[src/rtl/top_uart.sv]
// UART echo: an 8N1 receiver fills a one-entry holding register that an 8N1 transmitter drains.
// The newest valid byte overwrites an unsent one; framing errors and start-bit glitches are dropped.
module top_uart #(
    parameter int CLK_FREQ     = 50_000_000,
    parameter int BAUD_RATE    = 115200,
    parameter int CLKS_PER_BIT = CLK_FREQ / BAUD_RATE
) (
    input  logic sys_clk,
    input  logic sys_rst,
    input  logic rx_data,
    output logic tx_data
);
    localparam int CW = $clog2(CLKS_PER_BIT);
    localparam logic [CW-1:0] BIT_LAST  = CW'(CLKS_PER_BIT - 1);
    localparam logic [CW-1:0] HALF_LAST = CW'(CLKS_PER_BIT / 2 - 1);
    localparam logic [CW-1:0] CNT_ZERO  = {CW{1'b0}};
    localparam logic [CW-1:0] CNT_ONE   = {{(CW-1){1'b0}}, 1'b1};

    typedef enum logic [1:0] {
        ST_IDLE  = 2'd0,
        ST_START = 2'd1,
        ST_DATA  = 2'd2,
        ST_STOP  = 2'd3
    } state_t;

    logic          sync1_r;
    logic          sync2_r;
    state_t        rx_state_r;
    logic [CW-1:0] rx_cnt_r;
    logic [2:0]    rx_bit_r;
    logic [7:0]    rx_shift_r;
    logic [7:0]    hold_r;
    logic          pending_r;
    state_t        tx_state_r;
    logic [CW-1:0] tx_cnt_r;
    logic [2:0]    tx_bit_r;
    logic [7:0]    tx_shift_r;
    logic          tx_r;
    logic          tx_take_s;

    // Two-flop synchronizer for the asynchronous serial input, idling high.
    always_ff @(posedge sys_clk) begin
        if (sys_rst) begin
            sync1_r <= 1'b1;
            sync2_r <= 1'b1;
        end else begin
            sync1_r <= rx_data;
            sync2_r <= sync1_r;
        end
    end

    // Transmitter claims the held byte whenever it is idle.
    always_comb begin
        tx_take_s = (tx_state_r == ST_IDLE) && pending_r;
    end

    // Receive FSM plus holding register; a new valid byte wins over a same-cycle claim.
    always_ff @(posedge sys_clk) begin
        if (sys_rst) begin
            rx_state_r <= ST_IDLE;
            rx_cnt_r   <= CNT_ZERO;
            rx_bit_r   <= 3'd0;
            rx_shift_r <= 8'h00;
            hold_r     <= 8'h00;
            pending_r  <= 1'b0;
        end else begin
            if (tx_take_s) begin
                pending_r <= 1'b0;
            end
            case (rx_state_r)
                ST_IDLE: begin
                    rx_cnt_r <= CNT_ZERO;
                    rx_bit_r <= 3'd0;
                    if (!sync2_r) rx_state_r <= ST_START;
                    else          rx_state_r <= ST_IDLE;
                end
                ST_START: begin
                    if (rx_cnt_r == HALF_LAST) begin
                        rx_cnt_r   <= CNT_ZERO;
                        rx_state_r <= sync2_r ? ST_IDLE : ST_DATA;
                    end else begin
                        rx_cnt_r <= rx_cnt_r + CNT_ONE;
                    end
                end
                ST_DATA: begin
                    if (rx_cnt_r == BIT_LAST) begin
                        rx_cnt_r   <= CNT_ZERO;
                        rx_shift_r <= {sync2_r, rx_shift_r[7:1]};
                        if (rx_bit_r == 3'd7) rx_state_r <= ST_STOP;
                        else                  rx_bit_r   <= rx_bit_r + 3'd1;
                    end else begin
                        rx_cnt_r <= rx_cnt_r + CNT_ONE;
                    end
                end
                ST_STOP: begin
                    if (rx_cnt_r == BIT_LAST) begin
                        rx_cnt_r   <= CNT_ZERO;
                        rx_state_r <= ST_IDLE;
                        if (sync2_r) begin
                            hold_r    <= rx_shift_r;
                            pending_r <= 1'b1;
                        end
                    end else begin
                        rx_cnt_r <= rx_cnt_r + CNT_ONE;
                    end
                end
                default: rx_state_r <= ST_IDLE;
            endcase
        end
    end

    // Transmit FSM; the line is driven straight from tx_r so it never glitches.
    always_ff @(posedge sys_clk) begin
        if (sys_rst) begin
            tx_state_r <= ST_IDLE;
            tx_cnt_r   <= CNT_ZERO;
            tx_bit_r   <= 3'd0;
            tx_shift_r <= 8'h00;
            tx_r       <= 1'b1;
        end else begin
            case (tx_state_r)
                ST_IDLE: begin
                    tx_cnt_r <= CNT_ZERO;
                    tx_bit_r <= 3'd0;
                    if (pending_r) begin
                        tx_shift_r <= hold_r;
                        tx_r       <= 1'b0;
                        tx_state_r <= ST_START;
                    end else begin
                        tx_r <= 1'b1;
                    end
                end
                ST_START: begin
                    if (tx_cnt_r == BIT_LAST) begin
                        tx_cnt_r   <= CNT_ZERO;
                        tx_r       <= tx_shift_r[0];
                        tx_state_r <= ST_DATA;
                    end else begin
                        tx_cnt_r <= tx_cnt_r + CNT_ONE;
                    end
                end
                ST_DATA: begin
                    if (tx_cnt_r == BIT_LAST) begin
                        tx_cnt_r <= CNT_ZERO;
                        if (tx_bit_r == 3'd7) begin
                            tx_r       <= 1'b1;
                            tx_state_r <= ST_STOP;
                        end else begin
                            tx_bit_r   <= tx_bit_r + 3'd1;
                            tx_shift_r <= {1'b0, tx_shift_r[7:1]};
                            tx_r       <= tx_shift_r[1];
                        end
                    end else begin
                        tx_cnt_r <= tx_cnt_r + CNT_ONE;
                    end
                end
                ST_STOP: begin
                    if (tx_cnt_r == BIT_LAST) begin
                        tx_cnt_r   <= CNT_ZERO;
                        tx_state_r <= ST_IDLE;
                    end else begin
                        tx_cnt_r <= tx_cnt_r + CNT_ONE;
                    end
                end
                default: begin
                    tx_state_r <= ST_IDLE;
                    tx_r       <= 1'b1;
                end
            endcase
        end
    end

    assign tx_data = tx_r;

endmodule

[config.mk]
export PLATFORM = sky130hd
export DESIGN_NAME = top_uart
export DESIGN_NICKNAME = d
export VERILOG_FILES = /design/src/rtl/top_uart.sv
export SDC_FILE = /design/constraint.sdc
export NUM_CORES = 1
export LEC_CHECK = 0
export CORE_AREA = 2 2 95 97
export DETAILED_ROUTE_END_ITERATION = 8
export DIE_AREA = 0 0 97 99
export PLACE_DENSITY_LB_ADDON = 0.25
export SYNTH_ARGS = -nofsm -noshare
export SYNTH_HDL_FRONTEND = slang
export SYNTH_SLANG_ARGS = --single-unit
export TNS_END_PERCENT = 5
[constraint.sdc]
create_clock -name sys_clk -period 2.05 [get_ports sys_clk]
set_clock_uncertainty 0.05 [all_clocks]
set_input_delay 0.615 -clock sys_clk [delete_from_list [all_inputs] [get_ports sys_clk]]
set_output_delay 0.615 -clock sys_clk [all_outputs]
set_load 0.005 [all_outputs]
# After elaboration in Yosys (flattened, before gate mapping)
# Cells that the tools add are included.
[totals]
in_bits = 3
word_cells = 92
output_inout_bits = 1
ff_bits = 56
[classes]
addsub = 4
n_eq_ne = 22
mux = 37
reduce_logical = 16
[ops]
columns = ["operator", "count"]
rows = [
  ["$mux W9", 3],
  ["$pmux W9 S3", 1],
  ["$mux W8", 3],
  ["$ne A2 B2 Y1 const B", 11],
  ["$mux W2", 10],
  ["$add A9 B1 Y9 const B", 2],
  ["$eq A9 B9 Y1 const B", 2],
  ["$pmux W9 S2", 1],
  ["$pmux W2 S4", 2],
  ["$pmux W8 S2", 1],
  ["$mux W3", 4],
  ["$pmux W3 S2", 2],
  ["$reduce_and A3 Y1", 4],
  ["$eq A9 B8 Y1 const B", 1],
  ["$mux W1", 9],
  ["$eq A2 B2 Y1 const B", 4],
  ["$reduce_and A4 Y1", 2],
  ["$add A3 B1 Y3 const B", 2],
  ["$eq A3 B3 Y1 const B", 2],
  ["$reduce_and A5 Y1", 1],
  ["$eq A2 B1 Y1 const B", 2],
  ["$logic_not A2 Y1", 2],
  ["$reduce_bool A2 Y1", 2],
  ["$pmux W1 S3", 1],
  ["other kinds (5)", 5],
]

# Logic depth before layout (Yosys ltp)
# Gate-level depths: netlist (run 1).
[depth]
ltp_word = 6
depth_mapped = 7
mapped_depth_nobuf = 6

# Least setup slack after synthesis (run 1)
# Ideal clock, no wire load.
[synth_path]
path_type = "reg2reg"
from = "register tx_cnt_r[2]"
to = "register tx_shift_r[2]"
synth_period_minus_slack_ns = 1.808
required_ns = 1.881
setup_slack_ns = 0.242
path_stages_with_launch = 5
t_arrival_ns = 1.639
path_buffers = 0
setup_time_ns = 0.119
path_cell_list = "dfxtp_1 or4b_4 nor4b_4 nand2_2 o221a_1"
[synth_between]
elab_chain_len = 3
[synth_lines]
columns = ["item", "line", "text"]
rows = [
  ["from (decl)", "35", "logic [CW-1:0] tx_cnt_r;"],
  ["from (signal assigned)", "139", "tx_cnt_r <= tx_cnt_r + CNT_ONE;"],
  ["from (signal assigned)", "154", "tx_cnt_r <= tx_cnt_r + CNT_ONE;"],
  ["from (signal assigned)", "162", "tx_cnt_r <= tx_cnt_r + CNT_ONE;"],
  ["$eq A9 B9 Y1", "143", "if (tx_cnt_r == BIT_LAST) begin"],
  ["$ne A2 B2 Y1 (no source line)", "--", ""],
  ["$reduce_and A4 Y1 (no source line)", "--", ""],
  ["to (signal assigned)", "126", "tx_shift_r <= hold_r;"],
  ["to (signal assigned)", "150", "tx_shift_r <= {1'b0, tx_shift_r[7:1]};"],
  ["to (decl)", "37", "logic [7:0] tx_shift_r;"],
]
# No other way between the ends.
# A chain may end at the register's enable or synchronous reset.

# Worst setup path after layout (run 1)
[layout_path]
from = "register tx_cnt_r[2]"
to = "register tx_shift_r[4]"
# Same word-level chain as after synthesis.

==> reports/metrics.csv, run 1 <==
metric;value;unit
run_status;finished clean;
cts_buffers;5;
mappedNetlistNets;279;
layout-area-overhead-vs-synth;11.1;%
post_cts_hold_buffer_count;0;
worst_setup_path_end_kind;register;
placement_rows;34;
cp_data_required_time;2.21;ns
die_height;99;microns
rsz0062_at_grt;false;
hp-class;reg -> reg;
detailed_place_hpwl;3060;microns
final_design_area_no_fill;2790;sq um
routed_wire_length_per_instance;11.6;microns
gr-total-overflow;0;
grt_first_pass_wirelength;7860;microns
fin_crit_sh;0.940;
iteration_0_drc_count_of_the_detailed_router;75;
avgSynthCellArea;9.53;sq um
hold_path.startpoint;sync1_r$_SDFF_PP1_;
worst_slew_pin_slew;0.392;ns
detail_route.vias_per_cell;4.60;
floorplan_core_area;8550;sq um
fmax;0.519;GHz
die_wd;97;microns
internal_power;1.53;mW
yosys_warnings;0;
timing.critical_path.fanout_max;7;
initial_core_util;0.293;
clockPowerShare;0.295;
route.final.wire_length;4400;microns
antennaDiodeCount;0;
design.portCount;4;
netlist_area;2510;sq um
cts.htree.levels;2;
total_leakage_power;1.03;nW
cts.sinks;56;
drcViolationCount;0;
insertion_delay;0.31;ns
clock_tree.root_cell;sky130_fd_sc_hd__clkbuf_8;
detail_route.first_pass.iterations;4;
final_number_of_setup_violating_endpoints;0;
timing.slew.headroom;0.735;
pwr-share-seq;0.573;
power.density;747;nW/um^2
hold-path-endpoint;sync2_r$_SDFF_PP1_;
grt_start_max_net_pins;35;
grt_usage;0.0967;
postRouteAntennaNets;0;
drv_cap;0;
setup.reg_to_reg.worst_slack;0.12;ns
timing_worst_setup_path_type;reg -> reg;
final_nets;286;
vdd_drop_max;263;uV
final-max-slew-violation-count;0;
cts.repair_timing.setup_buffer_count;0;
reg2reg_to;tx_shift_r[4]$_SDFFE_PP0P_;
buffer_ports.inserted;3;
net-switching-power;0.551;mW
netlist.area_leader.share;0.447;
setup_total_negative_slack;0;ns
seq_area_frac_synth;0.447;
route.vias.total;1745;
ys_seq_elements;56;
cts_tree;done;
synthCells;263;
fin_crit;1.93;ns
layout_cells_sized_above_1;0.0959;
worst_ep_arrival_time;2.09;ns
place.gp.congestion;0.719;
grt_antenna_before_repair;0;
cts_repair_resize_count;0;
synth_cell_type_count;48;
regToRegStartpoint;tx_cnt_r[2]$_SDFF_PP0_;
finalHoldViolations;0;
grt_pass1_vias;1703;
post_synth_main_area_contributors;sky130_fd_sc_hd__dfxtp_1, sky130_fd_sc_hd__nor2_1, sky130_fd_sc_hd__mux2i_1;
synth_top_area_cell;sky130_fd_sc_hd__dfxtp_1;
dpl-instance-area;2690;sq um
ff2ff_path_depth;4;
design.die.area;9600;sq um
whs_path_depth;1;
power_frac_comb;0.132;
netSwitchingFraction;0.265;
critPathLaunchType;register;
cts.path.max_buffers;2;
clk_pin_slew;0.11;ns
-- critical path, cell delays in order (launching register included) --
cell and delay (ns):
sky130_fd_sc_hd__dfxtp_1 0.37, sky130_fd_sc_hd__or4b_4 0.60, sky130_fd_sc_hd__nor4b_4 0.38, sky130_fd_sc_hd__nand2_2 0.18
sky130_fd_sc_hd__o221a_1 0.26
-- cell families after synthesis --
group / after synthesis / synth area share
simple gates: 110 / 0.234
xor+xnor: 14 / 0.0489
buf+inv: 18 / 0.0294
compound gates: 32 / 0.0953
mux: 20 / 0.0808
fa+ha+maj: 13 / 0.0649
flops: 56 / 0.447
-- layout by cell type (no fill, tap or decap), types with 2 or more instances in the layout --
master and instances:
sky130_fd_sc_hd__mux2i_1 18, sky130_fd_sc_hd__nand4_1 7, sky130_fd_sc_hd__clkinvlp_4 2, sky130_fd_sc_hd__o221a_1 7, sky130_fd_sc_hd__nand3_1 6, sky130_fd_sc_hd__and4_1 2, sky130_fd_sc_hd__dfxtp_1 56, sky130_fd_sc_hd__ha_1 13
sky130_fd_sc_hd__xnor2_1 8, sky130_fd_sc_hd__clkbuf_8 5, sky130_fd_sc_hd__nand2b_1 6, sky130_fd_sc_hd__inv_1 8, sky130_fd_sc_hd__buf_4 6, sky130_fd_sc_hd__nor2_1 59, sky130_fd_sc_hd__nand3b_1 3, sky130_fd_sc_hd__xor2_1 6
sky130_fd_sc_hd__or3_1 2, sky130_fd_sc_hd__a21oi_1 8, sky130_fd_sc_hd__nor2b_1 2, sky130_fd_sc_hd__and2_1 2, sky130_fd_sc_hd__o21ai_0 4, sky130_fd_sc_hd__nand4b_1 2, sky130_fd_sc_hd__clkdlybuf4s50_1 3, sky130_fd_sc_hd__nand2_1 5
sky130_fd_sc_hd__or2_2 2, sky130_fd_sc_hd__o31ai_1 3, sky130_fd_sc_hd__a22o_1 2
-- metrics by stage --
| stage | hold WS, ns | power [mW] | cells | utilization | setup WS [ns] |
|---|---|---|---|---|---|
| after global placement | 0.360 | 1.50 | 371 | 0.315 | 0.129 |
| after detailed placement | 0.366 | 1.50 | 371 | 0.315 | 0.0882 |
| final | 0.366 | 2.08 | 379 | 0.326 | 0.123 |
| after floorplan | 0.339 | 1.43 | 263 | - | 0.242 |
| after CTS | 0.372 | 2.12 | 379 | 0.326 | 0.100 |
| after global routing | 0.393 | 2.20 | 379 | 0.326 | 0.0177 |
-- flip-flops by register name, indices dropped and copies added (netlist names), named ones only --
register and count:
tx_cnt_r 9, rx_shift_r 8, rx_cnt_r 9, sync1_r 1, rx_state_r 1, tx_data 1
hold_r 8, sync2_r 1, tx_shift_r 8, rx_bit_r 3, tx_bit_r 3, pending_r 1
tx_state_r 2
-- synthesized netlist by cell type (all sizes together) --
| master | number |
|---|---|
| o221a | 7 |
| nor3 | 1 |
| nand4bb | 1 |
| inv | 8 |
| clkbuf | 7 |
| o31ai | 3 |
| nand2 | 6 |
| o22ai | 1 |
| nand3b | 3 |
| and2 | 2 |
| a211oi | 1 |
| xnor2 | 8 |
| nor2 | 60 |
| and4bb | 1 |
| ha | 13 |
| dfxtp | 56 |
| and3 | 1 |
| nor4b | 2 |
| or2 | 2 |
| or3b | 1 |
| o21ai | 5 |
| xor2 | 6 |
| mux2 | 2 |
| mux2i | 18 |
| a32oi | 1 |
| a31oi | 1 |
| nor3b | 1 |
| and4 | 2 |
| and4b | 1 |
| nand4b | 2 |
| a21boi | 1 |
| nand2b | 6 |
| buf | 3 |
| or4b | 1 |
| a21oi | 8 |
| nand4 | 7 |
| a22o | 2 |
| a221oi | 1 |
| o31a | 1 |
| nand3 | 6 |
| nor2b | 2 |
| or3 | 2 |
-- power groups by stage --
stage / combinational [mW] / clock [mW] / sequential [mW]
CTS: 0.280 / 0.649 / 1.19
floorplan: 0.219 / 0 / 1.21
global route: 0.314 / 0.684 / 1.20
global placement: 0.277 / 0 / 1.22
finish: 0.275 / 0.613 / 1.19
detailed placement: 0.277 / 0 / 1.22
-- layout make-up --
type / instances / area, sq um
repair buffers: 10 / 95.1
inverters: 8 / 30.0
clock inverters: 3 / 23.8
multi-input cells: 189 / 1310
flip-flops and latches: 56 / 1120
fillers: 909 / 5760
clock buffers: 5 / 68.8
well taps: 108 / 135
-- how the worst max path moves through the flow --
stage,from,endpoint,slack [ns],cells after the start
4_1_cts,tx_cnt_r[2]$_SDFF_PP0_,tx_shift_r[0]$_SDFFE_PP0P_,0.10,4
6_report,tx_cnt_r[2]$_SDFF_PP0_,tx_shift_r[4]$_SDFFE_PP0P_,0.12,4
3_5_place_dp,sys_rst,rx_bit_r[0]$_SDFFE_PP0P_,0.09,4
3_3_place_gp,sys_rst,tx_cnt_r[4]$_SDFF_PP0_,0.13,3
5_1_grt,tx_cnt_r[2]$_SDFF_PP0_,tx_shift_r[4]$_SDFFE_PP0P_,0.02,4
2_1_floorplan,tx_cnt_r[2]$_SDFF_PP0_,tx_shift_r[2]$_SDFFE_PP0P_,0.24,4
-- metal layers --
layer | global-route usage | routed length, microns
met1 | 0.130 | 2350
met2 | 0.154 | 1910
met3 | 0.0262 | 99
met4 | 0.0260 | 31
met5 | 0 | 0
No activity file was read; power rests on OpenSTA's default activity.
==> run 2: changes to the inputs <==
Settings changed: CORE_AREA 2 2 95 97 to 5 5 74 76, CTS_BUF_LIST from default to sky130_fd_sc_hd__clkbuf_4, DIE_AREA 0 0 97 99 to 0 0 79 81.
==> run 2 against run 1 <==
Net effect:
- sequential power about the same
- non-clock buffer count decreased by 1
- count of clock-buffer cells in the layout increased by 1
- global-route usage increased by 4.7 points
- flip-flop and latch count unchanged
- critical path depth decreased by 3
- setup slack improved by 0.024 ns
- cell count decreased by 15%
- largest cell class unchanged
- die area decreased by 33%
- first-iteration DRC count increased by 51%
- combinational power about the same
- worst hold slack improved by 0.016 ns
==> reports/metrics.csv, run 2 (same netlist as run 1, synthesis figures left out) <==
metric;value;unit
grt_usage;0.143;
drcViolationCount;0;
fin_crit_sh;0.929;
grt_use_met1;0.182;
fmax;0.525;GHz
multi_input_area;1310;sq um
power.density;730;nW/um^2
clock_tree.root_cell;sky130_fd_sc_hd__clkbuf_4;
reg.largest.list;rx_cnt_r (9), tx_cnt_r (9);
place.gp.congestion;0.759;
dpl-instance-area;2610;sq um
die_wd;79;microns
final_number_of_setup_violating_endpoints;0;
timing.critical_path.fanout_max;2;
final_nets;285;
grt_first_pass_wirelength;7370;microns
detail_route.first_pass.iterations;4;
clk_pin_slew;0.16;ns
cts.htree.levels;2;
routed_wire_length_per_instance;12.5;microns
cp_data_required_time;1.38;ns
final-max-slew-violation-count;0;
finalCoreUtilization;0.571;
rsz0062_at_grt;false;
total_leakage_power;1.01;nW
timing_worst_setup_path_type;reg -> out;
cts.repair_timing.setup_buffer_count;0;
layout_filler_cell_count;404;
met3_usage;0.0266;
buffer_ports.inserted;3;
crit_buf_inv;1;
worst_setup_path_end_kind;output port;
detailed_place_hpwl;2880;microns
route.vias.total;1756;
run_status;finished clean;
cts.path.max_buffers;2;
floorplan_core_area;4660;sq um
post_cts_hold_buffer_count;0;
insertion_delay;0.37;ns
final_design_area_no_fill;2660;sq um
design.portCount;4;
worst_slew_pin_slew;0.394;ns
grt_start_max_net_pins;33;
hp-class;reg -> reg;
die_height;81;microns
cts_repair_resize_count;0;
mostFrequentLayoutCell;sky130_fd_sc_hd__nor2_1;
setup_total_negative_slack;0;ns
antennaDiodeCount;0;
total_power;1.94;mW
vdd_drop_max;428;uV
design.die.area;6400;sq um
cts_tree;done;
timing.slew.headroom;0.734;
route.final.wire_length;4060;microns
placement_rows;25;
gr-total-overflow;0;
postRouteAntennaNets;0;
layout-area-overhead-vs-synth;6.19;%
detail_route.vias_per_cell;5.42;
gr_layer_usage_met2;0.235;
critPathLaunchType;register;
final-seq-area;1120;sq um
finalHoldViolations;0;
cp_peak_stage_delay;0.50;ns
grt.busiest_layer;met2;
fin_crit;1.90;ns
grt_pass1_vias;1718;
final_cell_mix;sky130_fd_sc_hd__nor2_1, sky130_fd_sc_hd__dfxtp_1, sky130_fd_sc_hd__mux2i_1, sky130_fd_sc_hd__ha_1;
worst_ep_arrival_time;1.24;ns
initial_core_util;0.538;
cts.sinks;56;
iteration_0_drc_count_of_the_detailed_router;113;
timing.critical_path.slowest_stage_cell;sky130_fd_sc_hd__clkdlybuf4s50_1;
cts_buffers;5;
cpLargestDelayFamily;buffers and inverters;
drv_cap;0;
cp_cell_sequence;clkdlybuf4s50_1;
grt_antenna_before_repair;0;
layout_cells_sized_above_1;0.0889;
==> run 2: through the flow <==
stage,setup slack [ns],hold WS (ns),instances
2_1_floorplan,0.242,0.339,263
3_3_place_gp,0.164,0.344,316
3_5_place_dp,0.114,0.353,316
4_1_cts,0.106,0.388,324
5_1_grt,0.0490,0.424,324
6_report,0.146,0.382,324
==> run 2: routing by layer <==
layer	part of all wire	vias to the layer above
met5	0	-
met4	0.020	0
met1	0.50	802
li1	-	928
met2	0.45	21
met3	0.024	5
==> run 2: final timing paths <==
path                                             start                         end  slack [ns]  cells after the start
worst max-delay path              tx_data$_SDFFE_PP1P_                     tx_data        0.15                      1
worst min-delay path                sync1_r$_SDFF_PP1_          sync2_r$_SDFF_PP1_        0.38                      1
worst max register to register  tx_cnt_r[2]$_SDFF_PP0_  tx_shift_r[6]$_SDFFE_PP0P_        0.15                      4
worst min register to register      sync1_r$_SDFF_PP1_          sync2_r$_SDFF_PP1_        0.38                      1
==> run 2: power by group <==
part	switching, mW	internal, mW	leakage (nW)
combinational	0.140	0.132	0.526
sequential	0.0427	1.15	0.452
clock	0.330	0.145	0.0293
==> run 2: layout make-up <==
class                           instances  share of cell area
Multi-Input combinational cell        189               0.493
Inverter                                8              0.0113
Clock buffer                            6              0.0169
Clock inverter                          2             0.00423
Sequential cell                        56               0.421
Tap cell                               54              0.0254
Timing Repair Buffer                    9              0.0282
==> patch 1 (flow settings as in run 2) <==
Register the output `tx_data` once more; this adds one clock of latency there.
--- a/src/rtl/top_uart.sv
+++ b/src/rtl/top_uart.sv
@@ -170,7 +170,9 @@
         end
     end
 
-    assign tx_data = tx_r;
+    always_ff @(posedge sys_clk) begin
+        tx_data <= tx_r;
+    end
 
 endmodule
 
Formal check against the unedited RTL: not equivalent (a bounded check fails within 4 cycles, from zero or initial values and one cycle with sys_rst high).
==> patch 1 against run 2 <==
  * Sequential cell count increased by 1
  * Power increased by 31%
  * Clock power increased by 120%
  * Critical path type is now register to register
  * Global-route usage increased by 1.4 points
  * Worst setup slack got worse by 0.00062 ns
  * Fmax about the same
  * First-iteration DRC count decreased by 7.1%
  * Cell area increased by 6.4%
  * Synthesized area increased by 0.80%
  * Wire length increased by 3.6%
==> patch 1: results (changes against run 2) <==
result_of_the_run: "completed"  # unchanged
timing.critical_path.slowest_stage_cell: "sky130_fd_sc_hd__or4b_4"  # was sky130_fd_sc_hd__clkdlybuf4s50_1
total_leakage_power_nw: 1.10  # was 1.01 nW
final_nets: 291  # was 285
wirelength_met1_mm: 2.11  # was 2.04 mm
clkTransAtPathRegs_ns: 0.10  # was 0.16 ns
dr.first_iter.drc_count: 105  # was 113
worst_ir_drop_vdd_uv: 525  # was 428 uV
cp-endpoint: "tx_shift_r[5]"  # was tx_data
detailroute.via_count: 1834  # was 1756
global_route_wire_length_before_repair_mm: 7.94  # was 7.37 mm
total_met2_wirelength_after_detailed_routing_mm: 1.83  # was 1.84 mm
grt_pass1_vias: 1858  # was 1718
postSynthNetCount: 280  # was 279
post_synth_most_frequent_cells: "sky130_fd_sc_hd__nor2_1 (59), sky130_fd_sc_hd__dfxtp_1 (57), sky130_fd_sc_hd__mux2i_1 (18)"  # was sky130_fd_sc_hd__nor2_1 (59), sky130_fd_sc_hd__dfxtp_1 (56), sky130_fd_sc_hd__mux2i_1 (18)
clk_latency_ns: 0.39  # was 0.37 ns
post_synth_inst_count: 264  # was 263
gp_congestion: 0.758  # was 0.759
tightest_slew_ns: 0.445  # was 0.394 ns
cpLargestDelayFamily: "simple AND/OR/NAND/NOR gates"  # was buffers and inverters
worstPathMaxFanout: 7  # was 2
detailedPlacementHpwl_mm: 2.80  # was 2.88 mm
globalRouteMet2Util: 0.246  # was 0.235
htreeDepth: 3  # was 2
r2r-end: "tx_shift_r[5]"  # was tx_shift_r[6]
layout-drive-gt1-share: 0.121  # was 0.0889
met3_length_um: 95  # was 96 um
placement.setup.worst_slack_ns: 0.0728  # was 0.114 ns
hp-start: "tx_r"  # was sync1_r
groute.layer.met1.usage: 0.191  # was 0.182
grt.met3_usage: 0.0355  # was 0.0266
wire_per_inst_um: 12.6  # was 12.5 um
netlist_top_cells_area: "sky130_fd_sc_hd__dfxtp_1 (45%), sky130_fd_sc_hd__nor2_1 (8.8%), sky130_fd_sc_hd__mux2i_1 (7.1%), sky130_fd_sc_hd__ha_1 (6.4%), sky130_fd_sc_hd__o221a_1 (3.1%)"  # was sky130_fd_sc_hd__dfxtp_1 (45%), sky130_fd_sc_hd__nor2_1 (8.8%), sky130_fd_sc_hd__mux2i_1 (7.2%), sky130_fd_sc_hd__ha_1 (6.5%), sky130_fd_sc_hd__o221a_1 (3.1%)
startpoint: "tx_cnt_r[2]"  # was tx_data
grt_max_degree: 26  # was 33
-- patch 1: area by class of cell --
cell class / count / area (um^2) / share of cell area
multi-input cells: 189 / 1310 / 0.463
flip-flops and latches: 57 / 1140 / 0.403
clock inverters: 5 / 104 / 0.0367
repair buffers: 10 / 95.1 / 0.0336
clock buffers: 11 / 82.6 / 0.0292
well taps: 54 / 67.6 / 0.0239
inverters: 8 / 30.0 / 0.0106
-- patch 1: kinds of logic after synthesis --
kind of cell | Yosys count | share of synthesized area
multiplexers | 20 | 0.0802
adder cells (fa/ha/maj) | 13 | 0.0644
XOR/XNOR | 14 | 0.0485
buffers and inverters | 18 | 0.0292
AO/OA/AOI/OAI | 32 | 0.0946
AND/OR/NAND/NOR | 110 | 0.232
flip-flops | 57 | 0.451
-- patch 1: where the power goes --
group	total (mW)	switching [mW]	internal [mW]	leakage [nW]
clock network	1.05	0.408	0.646	0.101
logic	0.279	0.144	0.135	0.536
registers	1.22	0.0408	1.18	0.460
total	2.55	0.593	1.96	1.10
==> patch 2 (flow settings as in run 2) <==
Without the edit above. Set the parameter `CLK_FREQ` to 100_000_000 (it was 50_000_000).
--- a/src/rtl/top_uart.sv
+++ b/src/rtl/top_uart.sv
@@ -1,7 +1,7 @@
 // UART echo: an 8N1 receiver fills a one-entry holding register that an 8N1 transmitter drains.
 // The newest valid byte overwrites an unsent one; framing errors and start-bit glitches are dropped.
 module top_uart #(
-    parameter int CLK_FREQ     = 50_000_000,
+    parameter int CLK_FREQ     = 100_000_000,
     parameter int BAUD_RATE    = 115200,
     parameter int CLKS_PER_BIT = CLK_FREQ / BAUD_RATE
 ) (
Function: same outputs for any inputs over 10 cycles, from zero or initial values and one cycle with sys_rst high; that may be too few to reach the edited logic, so the function may still have changed.
==> patch 2 against run 2 <==
  * Sequential cell count is 2 higher
  * Die area stayed put
  * Via count is 7.3% higher
  * Clock power is 66% higher
  * Cell count is 7.4% higher
  * Synthesized area is 3.2% higher
  * Power is 16% higher
  * Worst setup slack worse by 0.024 ns
  * Count of clock-buffer cells in the layout is 4 higher
  * Wire length is 6.3% higher
  * First-iteration DRC count is 31% lower
  * Non-clock buffer count is 5 higher
  * Cell area is 8.1% higher
  * Critical path type is now register to register
==> patch 2: results (changes against run 2) <==
ys_seq_area_frac: 0.449  # was 0.447
worst_ir_drop_vdd_uv: 418  # was 428 uV
clk_latency_ns: 0.40  # was 0.37 ns
cp.arrival_ns: 2.21  # was 1.24 ns
final_nets: 304  # was 285
result_of_the_run: "completed"  # unchanged
htreeDepth: 3  # was 2
grt.total_usage: 0.160  # was 0.143
worstPathMaxFanout: 5  # was 2
postSynthNetCount: 289  # was 279
biggestRegsByFlops: "rx_cnt_r x10, tx_cnt_r x10"  # was rx_cnt_r x9, tx_cnt_r x9
grt_max_degree: 27  # was 33
r2r_slack_ns: 0.12  # was 0.15 ns
synthesis.area_per_instance_um2: 9.41  # was 9.53 um^2
num-fill-cells: 396  # was 404
layout-drive-gt1-share: 0.160  # was 0.0889
gp_congestion: 0.792  # was 0.759
placement.setup.worst_slack_ns: 0.0572  # was 0.114 ns
clkTransAtPathRegs_ns: 0.10  # was 0.16 ns
depth_of_the_worst_register_to_register_path: 5  # was 4
global_route_wire_length_before_repair_mm: 8.01  # was 7.37 mm
postRouteWirelength_mm: 4.31  # was 4.06 mm
yosysUniqueCellTypes: 43  # was 48
grt_pass1_vias: 1811  # was 1718
total_leakage_power_nw: 1.08  # was 1.01 nW
r2r-end: "tx_data"  # was tx_shift_r[6]
detailroute.via_count: 1885  # was 1756
[patch 2: how the worst max path moves through the flow]
stage / from / end / slack [ns] / cells after the start
2_1_floorplan: tx_cnt_r[0] / tx_shift_r[1] / 0.18 / 5
3_3_place_gp: tx_cnt_r[0] / tx_shift_r[4] / 0.09 / 5
3_5_place_dp: sys_rst / tx_shift_r[7] / 0.06 / 4
4_1_cts: tx_cnt_r[0] / tx_shift_r[4] / 0.03 / 5
5_1_grt: tx_cnt_r[0] / tx_data / -0.03 / 5
6_report: tx_cnt_r[0] / tx_data / 0.12 / 5
[patch 2: cell families (layout without fill, tap and decap cells)]
kind of cell / after synthesis / in the layout / share of synthesized area
XOR/XNOR: 15 / 15 / 0.0508
flip-flops: 58 / 58 / 0.449
buffers and inverters: 23 / 42 / 0.0382
AO/OA/AOI/OAI: 37 / 37 / 0.103
adder cells (fa/ha/maj): 11 / 11 / 0.0532
multiplexers: 19 / 19 / 0.0739
AND/OR/NAND/NOR: 112 / 112 / 0.232
[patch 2: where the power goes]
part | total, mW | leakage [nW] | switching (mW) | internal, mW
Combinational | 0.247 | 0.553 | 0.131 | 0.116
Sequential | 1.22 | 0.468 | 0.0376 | 1.18
Clock | 0.790 | 0.0621 | 0.415 | 0.374
Total | 2.26 | 1.08 | 0.584 | 1.67
[patch 2: routing by layer]
| layer | global-route usage | vias to the layer above | part of all wire |
|---|---|---|---|
| met2 | 0.244 | 14 | 0.44 |
| met3 | 0.0399 | 10 | 0.028 |
| met5 | 0 | - | 0 |
| li1 | - | 994 | - |
| met1 | 0.199 | 867 | 0.52 |
| met4 | 0.108 | 0 | 0.021 |
[patch 2: metrics by stage]
| stage | hold WS [ns] | setup TNS, ns | util |
|---|---|---|---|
| finish | 0.373 | 0 | 0.617 |
| global route | 0.395 | -0.152 | 0.617 |
| CTS | 0.375 | 0 | 0.613 |
| detailed placement | 0.353 | 0 | 0.585 |
| global placement | 0.345 | 0 | 0.585 |
| floorplan | 0.339 | 0 | - |
[patch 2: layout make-up]
class,count,area (um^2),share of cell area
well taps,54,67.6,0.0235
multi-input cells,194,1360,0.471
clock inverters,5,56.3,0.0196
repair buffers,14,113,0.0391
clock buffers,10,75.1,0.0261
flip-flops and latches,58,1160,0.403
inverters,13,48.8,0.0170
[patch 2: worst max-delay path, cell delays in order (launching register included)]
cell and delay, ns:
sky130_fd_sc_hd__dfxtp_1 0.37, sky130_fd_sc_hd__ha_1 0.21, sky130_fd_sc_hd__or3b_1 0.45, sky130_fd_sc_hd__or3_4 0.39, sky130_fd_sc_hd__o21ai_1 0.19, sky130_fd_sc_hd__mux2i_1 0.20
[patch 2: repair_timing]
item,4_1_cts,5_1_grt
resized for setup,0,6
hold buffers,0,0
hold endpoints to repair,0,0
endpoints found under the setup margin,0,34
